**config.mk**
```make
export PLATFORM = sky130hd
export DESIGN_NAME = program_loader
export DESIGN_NICKNAME = d
export VERILOG_FILES = /design/src/rtl/loader_pkg.sv /design/src/rtl/program_loader_checksum_acc.sv /design/src/rtl/program_loader.sv
export SDC_FILE = /design/constraint.sdc
export NUM_CORES = 1
export LEC_CHECK = 0
export ABC_CLOCK_PERIOD_IN_PS = 4300
export BUFFER_PORTS_ARGS = -buffer_cell sky130_fd_sc_hd__buf_2
export CAP_MARGIN = 10
export CORE_MARGIN = 4
export CORE_UTILIZATION = 45
export CTS_CLUSTER_DIAMETER = 30
export DETAILED_ROUTE_END_ITERATION = 8
export PLACE_DENSITY = 0.69
export SETUP_SLACK_MARGIN = 0.3
export SLEW_MARGIN = 10
export SYNTH_ARGS = -nofsm -noshare
export SYNTH_HDL_FRONTEND = slang
export SYNTH_SLANG_ARGS = --single-unit
```
**constraint.sdc**
```tcl
create_clock -name clk -period 4.3 [get_ports clk]
set_input_delay 0.43 -clock clk [delete_from_list [all_inputs] [get_ports clk]]
set_output_delay 0.43 -clock clk [all_outputs]
set_load 0.1 [all_outputs]
```
**src/rtl/loader_pkg.sv**
```systemverilog
// Shared types and constants for the boot-time program loader.
package loader_pkg;

    localparam int MEM_DEPTH = 600;
    localparam int ADDR_W    = 10;
    localparam int DATA_W    = 32;

    // Sum limit compared one bit wider than the address so base+count cannot wrap.
    localparam logic [ADDR_W:0] MEM_LIMIT = (ADDR_W + 1)'(MEM_DEPTH);

    localparam logic [5:0] HLT_OPCODE = 6'b010010;

    typedef enum logic [2:0] {
        IDLE  = 3'd0,
        LOAD  = 3'd1,
        FLUSH = 3'd2,
        FIN   = 3'd3,
        ERR   = 3'd4
    } state_t;

endpackage

```
**src/rtl/program_loader_checksum_acc.sv**
```systemverilog
// Running modulo-2^DATA_W sum of accepted data words; used only when
// LOADER_CHECKSUM_EN is defined.
module checksum_acc
    import loader_pkg::*;
(
    input  logic              clk,
    input  logic              rst_n,
    input  logic              clear_i,
    input  logic              enable_i,
    input  logic [DATA_W-1:0] word_i,
    output logic [DATA_W-1:0] sum_o
);

    logic [DATA_W-1:0] sum_q;
    logic [DATA_W-1:0] sum_d;

    always_comb begin
        if (clear_i) begin
            sum_d = {DATA_W{1'b0}};
        end else if (enable_i) begin
            sum_d = sum_q + word_i;
        end else begin
            sum_d = sum_q;
        end
    end

    always_ff @(posedge clk or negedge rst_n) begin
        if (!rst_n) begin
            sum_q <= {DATA_W{1'b0}};
        end else begin
            sum_q <= sum_d;
        end
    end

    assign sum_o = sum_q;

endmodule

```
**src/rtl/program_loader.sv**
```systemverilog
// Streams 32-bit words into consecutive memory locations and holds the CPU
// meanwhile. Define LOADER_CHECKSUM_EN to expect a trailing checksum beat.
module program_loader
    import loader_pkg::*;
(
    input  logic              clk,
    input  logic              rst_n,
    input  logic              start,
    input  logic [ADDR_W-1:0] base_addr,
    input  logic [ADDR_W-1:0] word_count,
    input  logic [DATA_W-1:0] in_data,
    input  logic              in_valid,
    output logic              in_ready,
    output logic [DATA_W-1:0] mem_dado,
    output logic [ADDR_W-1:0] mem_endereco,
    output logic              mem_write,
    output logic              busy,
    output logic              done,
    output logic              error,
    output logic              cpu_hold
);

`ifdef LOADER_CHECKSUM_EN
    localparam bit CKSUM_EN = 1'b1;
`else
    localparam bit CKSUM_EN = 1'b0;
`endif

    state_t            state_q, state_d;
    logic [ADDR_W-1:0] base_q, base_d;
    logic [ADDR_W-1:0] count_q, count_d;
    logic [ADDR_W-1:0] idx_q, idx_d;

    logic              in_ready_q, in_ready_d;
    logic              mem_write_q, mem_write_d;
    logic [DATA_W-1:0] mem_dado_q, mem_dado_d;
    logic [ADDR_W-1:0] mem_endereco_q, mem_endereco_d;
    logic              busy_q, busy_d;
    logic              done_q, done_d;
    logic              error_q, error_d;
    logic              cpu_hold_q, cpu_hold_d;

    logic [ADDR_W:0]   end_s;
    logic              hs_s;
    logic              last_s;
    logic              data_beat_s;
    logic              cs_bad_s;

    assign end_s = {1'b0, base_addr} + {1'b0, word_count};
    assign hs_s  = in_valid & in_ready_q;

`ifdef LOADER_CHECKSUM_EN
    logic [DATA_W-1:0] sum_s;
    logic              clr_s;

    // The extra beat at idx==count carries the checksum and is never written.
    assign last_s      = (idx_q == count_q);
    assign data_beat_s = hs_s & ~last_s;
    assign clr_s       = (state_q == IDLE) & start;
    assign cs_bad_s    = (sum_s != in_data);

    checksum_acc u_checksum_acc (
        .clk      (clk),
        .rst_n    (rst_n),
        .clear_i  (clr_s),
        .enable_i (data_beat_s),
        .word_i   (in_data),
        .sum_o    (sum_s)
    );
`else
    assign last_s      = (idx_q == (count_q - ADDR_W'(1)));
    assign data_beat_s = hs_s;
    assign cs_bad_s    = 1'b0;
`endif

    always_ff @(posedge clk or negedge rst_n) begin
        if (!rst_n) begin
            state_q <= IDLE;
            base_q  <= {ADDR_W{1'b0}};
            count_q <= {ADDR_W{1'b0}};
            idx_q   <= {ADDR_W{1'b0}};
        end else begin
            state_q <= state_d;
            base_q  <= base_d;
            count_q <= count_d;
            idx_q   <= idx_d;
        end
    end

    always_comb begin
        state_d = state_q;
        base_d  = base_q;
        count_d = count_q;
        idx_d   = idx_q;
        case (state_q)
            IDLE: begin
                if (start) begin
                    base_d  = base_addr;
                    count_d = word_count;
                    idx_d   = {ADDR_W{1'b0}};
                    if (end_s > MEM_LIMIT) begin
                        state_d = ERR;
                    end else if ((word_count == {ADDR_W{1'b0}}) && !CKSUM_EN) begin
                        state_d = FIN;
                    end else begin
                        state_d = LOAD;
                    end
                end else begin
                    state_d = IDLE;
                end
            end
            LOAD: begin
                if (hs_s) begin
                    idx_d = idx_q + ADDR_W'(1);
                    if (last_s) begin
                        state_d = cs_bad_s ? ERR : FLUSH;
                    end else begin
                        state_d = LOAD;
                    end
                end else begin
                    state_d = LOAD;
                end
            end
            FLUSH:   state_d = FIN;
            FIN:     state_d = IDLE;
            ERR:     state_d = IDLE;
            default: state_d = IDLE;
        endcase
    end

    // Outputs are Moore-style on the current state, so they appear one cycle
    // after the state transition that causes them.
    always_comb begin
        in_ready_d     = (state_q == LOAD) && !(hs_s && last_s);
        mem_write_d    = data_beat_s;
        mem_dado_d     = mem_dado_q;
        mem_endereco_d = mem_endereco_q;
        if (data_beat_s) begin
            mem_dado_d     = in_data;
            mem_endereco_d = base_q + idx_q;
        end else begin
            mem_dado_d     = mem_dado_q;
            mem_endereco_d = mem_endereco_q;
        end
        busy_d     = (state_q == LOAD) || (state_q == FLUSH) || (state_q == FIN);
        cpu_hold_d = busy_d;
        done_d     = (state_q == FIN);
        error_d    = (state_q == ERR);
    end

    always_ff @(posedge clk or negedge rst_n) begin
        if (!rst_n) begin
            in_ready_q     <= 1'b0;
            mem_write_q    <= 1'b0;
            mem_dado_q     <= {DATA_W{1'b0}};
            mem_endereco_q <= {ADDR_W{1'b0}};
            busy_q         <= 1'b0;
            done_q         <= 1'b0;
            error_q        <= 1'b0;
            cpu_hold_q     <= 1'b0;
        end else begin
            in_ready_q     <= in_ready_d;
            mem_write_q    <= mem_write_d;
            mem_dado_q     <= mem_dado_d;
            mem_endereco_q <= mem_endereco_d;
            busy_q         <= busy_d;
            done_q         <= done_d;
            error_q        <= error_d;
            cpu_hold_q     <= cpu_hold_d;
        end
    end

    assign in_ready     = in_ready_q;
    assign mem_write    = mem_write_q;
    assign mem_dado     = mem_dado_q;
    assign mem_endereco = mem_endereco_q;
    assign busy         = busy_q;
    assign done         = done_q;
    assign error        = error_q;
    assign cpu_hold     = cpu_hold_q;

endmodule

```
* Yosys cells after proc, flatten, opt, wreduce, memory -nomap -nowiden
Cells that the tools add are included.
Storage, ports and cells: bits in registers 80, bits of input ports 56
Cells by class: $add $sub $neg 4, $lt $le $gt $ge 1, equality and inequality tests 7, muxes and demuxes 9, bitwise logic cells 1, reductions and logical operators 10
Operators with widths (count):
- two-way mux 10 bit | 2
- case mux 10 bit (2 select lines) | 1
- adder 10 x 10 -> 11 bit | 1
- greater-than comparator 11 x 10 -> 1 bit (second input constant) | 1
- adder 10 x 1 -> 10 bit (second input constant) | 1
- adder 10 bit | 1
- equality test 10 bit | 1
- zero test 10 bit | 1
- subtractor 10 x 1 -> 10 bit (second input constant) | 1
- two-way mux 3 bit | 3
- case mux 3 bit (3 select lines) | 1
- equality test 3 x 2 -> 1 bit (second input constant) | 2
- two-way mux 2 bit | 2
- inequality test 2 bit (second input constant) | 2
- equality test 3 x 1 -> 1 bit (second input constant) | 1
- equality test 3 bit (second input constant) | 1
- zero test 3 bit | 1
- AND reduction 3 bit | 1
- logical AND 1 bit | 2
- logical OR 1 bit | 2
- AND reduction 2 bit | 1
- nonzero test 2 bit | 1
- bitwise AND 1 bit | 1
- zero test 1 bit | 1

* Longest topological paths before layout
word-level depth 5, depth in mapped cells 11, depth with buffers taken out 11

* Worst setup path after synthesis
OpenSTA, ideal clock, no wires.
kind input -> register, from in base_addr[0], to reg state_q[0], setup time 0.126 ns, data arrival time 2.543 ns, slack 1.631 ns, cell stages on the path 11, path through ha_1 > inv_1 > fa_1 > nand2b_1 > a21oi_2 > a211oi_1 > o21ai_0 > xor2_1 > o32ai_1 > o221a_2 > a221o_1
Between the ends: longest elaborated chain between the ends 5
Ends and longest elaborated chain:
- start: declaration | line program_loader.sv:9 | input logic [ADDR_W-1:0] base_addr,
- adder 10 x 10 -> 11 bit | line program_loader.sv:49 | assign end_s = {1'b0, base_addr} + {1'b0, word_count};
- greater-than comparator 11 x 10 -> 1 bit | line program_loader.sv:101 | if (end_s > MEM_LIMIT) begin
- two-way mux 3 bit | line program_loader.sv:101
- two-way mux 3 bit | line program_loader.sv:97 | if (start) begin
- case mux 3 bit (3 select lines) | line program_loader.sv:95 | case (state_q)
- net state_d[0] | line program_loader.sv:29 | state_t state_q, state_d;
- end signal: assignment | line program_loader.sv:83 | state_q <= state_d;
- end: declaration | line program_loader.sv:29
The timed path passes the listed nets, and every way through them passes these cells. A chain may end at the register's enable or synchronous reset.

* Final worst setup path
from in word_count[0], to reg state_q[0]
Between the ends: longest elaborated chain between the ends 5
Ends and longest elaborated chain:
- start: declaration | line program_loader.sv:10 | input logic [ADDR_W-1:0] word_count,
- adder 10 x 10 -> 11 bit | line program_loader.sv:49
- greater-than comparator 11 x 10 -> 1 bit | line program_loader.sv:101
- two-way mux 3 bit | line program_loader.sv:101
- two-way mux 3 bit | line program_loader.sv:97
- case mux 3 bit (3 select lines) | line program_loader.sv:95
- net state_d[0] | line program_loader.sv:29
The timed path passes the listed nets, and every way through them passes these cells.

==> reports/metrics.yaml <==
drt_iter0_markers: 143
area_growth_syn_to_layout_pct: 20.0
core-area_um2: 8850
synth-compound-area-share_pct: 10.4
cp.arrival_ps: 2860
port_buffers: 103
grt_antenna_before_repair: 0
setup_viol: 0
route.detailed.drc: 0
synth_edf_count: 0
crit_type: "input port to flop"
detail_route.wl_per_cell_um: 14.2
async_flop_share_pct: 100
layout_common_cells: "129 x nand2_1, 102 x buf_2, 80 x dfrtp_1"
die_area_um2: 10900
ant_nets: 0
cts.repair.resized: 0
first_pass_iters: 4
yosysSeqAreaShare_pct: 48.0
seq_area_um2: 2000
tightest_slew_ps: 1000
muxShareOfSynthArea_pct: 5.07
clkSlewWorstSetupHoldPaths_ps: 90
nNetsFinal: 617
hold_class: "input port to async pin"
startpoint_type: "input port"
timing.final.max_slew_violations: 0
die_height_um: 104
finalCriticalPeriod_ps: 2620
endpoint_kind: "flop"
synthFlopType: "dfrtp_1"
multi_input_area_um2: 2060
setup_tns_ps: 0
root_buffer: "clkbuf_8"
clockBufferDepth: 2
postSynthAreaPerCell_um2: 9.56
cts_made_buffers: 9
die_width_um: 104
gr-total-overflow: 0
yosysWarnings: 0
cts.sinks: 80
grt_pass1_wl_mm: 15.9
final_common_cell: "nand2_1"
syn_nets: 515
htreeDepth: 3
netlist_area_um2: 4170
diodes: 0
critPathRequiredTime_ps: 4540
slew_headroom_pct: 33.1
clk_latency_ps: 350
ys_ff_latch: 80
yosys.area_share.simple_pct: 21.0
wl_mm: 9.21
io_pins: 104
synth_fa_ha_area_share_pct: 7.26
hold-worst-slack_ps: 229
grt_usage_pct: 18.0
instances_no_fill: 650
synth_top_family_by_area: "simple AND/OR/NAND/NOR gates"
grt_start_max_net_pins: 81
core.rowCount: 34
post_cts_buffers: 0
period_share_pct: 61.0
outcome: "completed"
cts_tree: "built"
yosys.area_share.xor_xnor_pct: 5.67
grt_pass1_vias: 3394
ys_types: 52
rsz0062_at_grt: "false"
dp.cells: 635
vias: 3361
fmax_ghz: 0.381
ctsHoldBuffers: 0
nFillCells: 796
via_per_inst: 5.17
drv_cap: 0
worst-path-max-fanout: 3
hold_viol: 0
final_layout_size_suffix_gt1_share_pct: 26.9
hpwl_mm: 6.93
fin_skew_ps: 8.04
synthCells: 436
start_util_pct: 47.1
gp_congestion: 0.836
-- cell type report --
class                   instances  area share, %
inverters                      13          0.975
flip-flops and latches         80           40.0
multi-input cells             328           41.2
clock buffers                   9           2.48
repair buffers                106           10.8
clock inverters                 6           1.85
well taps                     108           2.70
-- cell families after synthesis --
group           after synthesis
simple gates                194
xor+xnor                     27
fa+ha+maj                    23
compound gates               65
buf+inv                      28
flops                        80
mux                          19
-- synthesized netlist by cell type, types with 6 or more instances --
cell type,count,area (µm²)
nand3_1,6,30.0
dfrtp_1,80,2000
ha_1,21,263
xor2_1,14,123
nor3_1,6,30.0
clkbuf_1,11,41.3
mux2_2,17,191
nor2_1,16,60.1
inv_1,13,48.8
a21o_1,7,52.6
nor2b_1,7,43.8
a21oi_1,13,65.1
nand2_1,129,484
xnor2_1,13,114
o21ai_0,19,95.1
-- path summary, 6_finish.rpt --
| path | startpoint | to | slack [ps] | cells past startpoint |
|---|---|---|---|---|
| min | rst_n | mem_dado[10] | 230 | 1 |
| min reg2reg | mem_dado[31] | mem_dado[31] | 470 | 2 |
| max reg2reg | count_q[0] | state_q[0] | 1690 | 10 |
| min in group clk | in_data[10] | mem_dado[10] | 260 | 3 |
| max | word_count[0] | state_q[0] | 1680 | 12 |
| max in group asynchronous | rst_n | idx_q[9] | 3420 | 1 |
-- per-stage QoR --
step	worst slack, ps	util (%)	area (µm²)
2_1_floorplan	1630	-	4170
3_3_place_gp	1400	54.1	4790
3_5_place_dp	1310	54.1	4790
4_1_cts	1660	56.5	5000
5_1_grt	1470	56.5	5000
6_report	1680	56.5	5000
-- critical path, stage by stage --
cell      delay, ps
buf_2           100
ha_1            160
inv_1            60
fa_1            390
nand2b_1        180
a21oi_2         170
a211oi_1        120
o21ai_0         290
xor2_1          220
o32ai_1         120
o221a_2         300
a221o_1         320
-- flip-flops by register name, summed over array words and instances (netlist names) --
signal / cells
mem_dado: 32
base_q: 10
count_q: 10
idx_q: 10
mem_endereco: 10
state_q: 3
cpu_hold: 1
done: 1
error: 1
in_ready: 1
mem_write: 1
-- metal layers --
layer / GRT usage [%] / vias up / wire length (µm)
met5: 0 / - / 0
met2: 27.0 / 119 / 3970
met1: 25.6 / 1546 / 4440
met3: 3.66 / 16 / 633
li1: - / 1680 / -
met4: 7.12 / 0 / 164
Power is not shown: default switching activity piles up to over one toggle a cycle in this logic, so the estimate is an artifact.
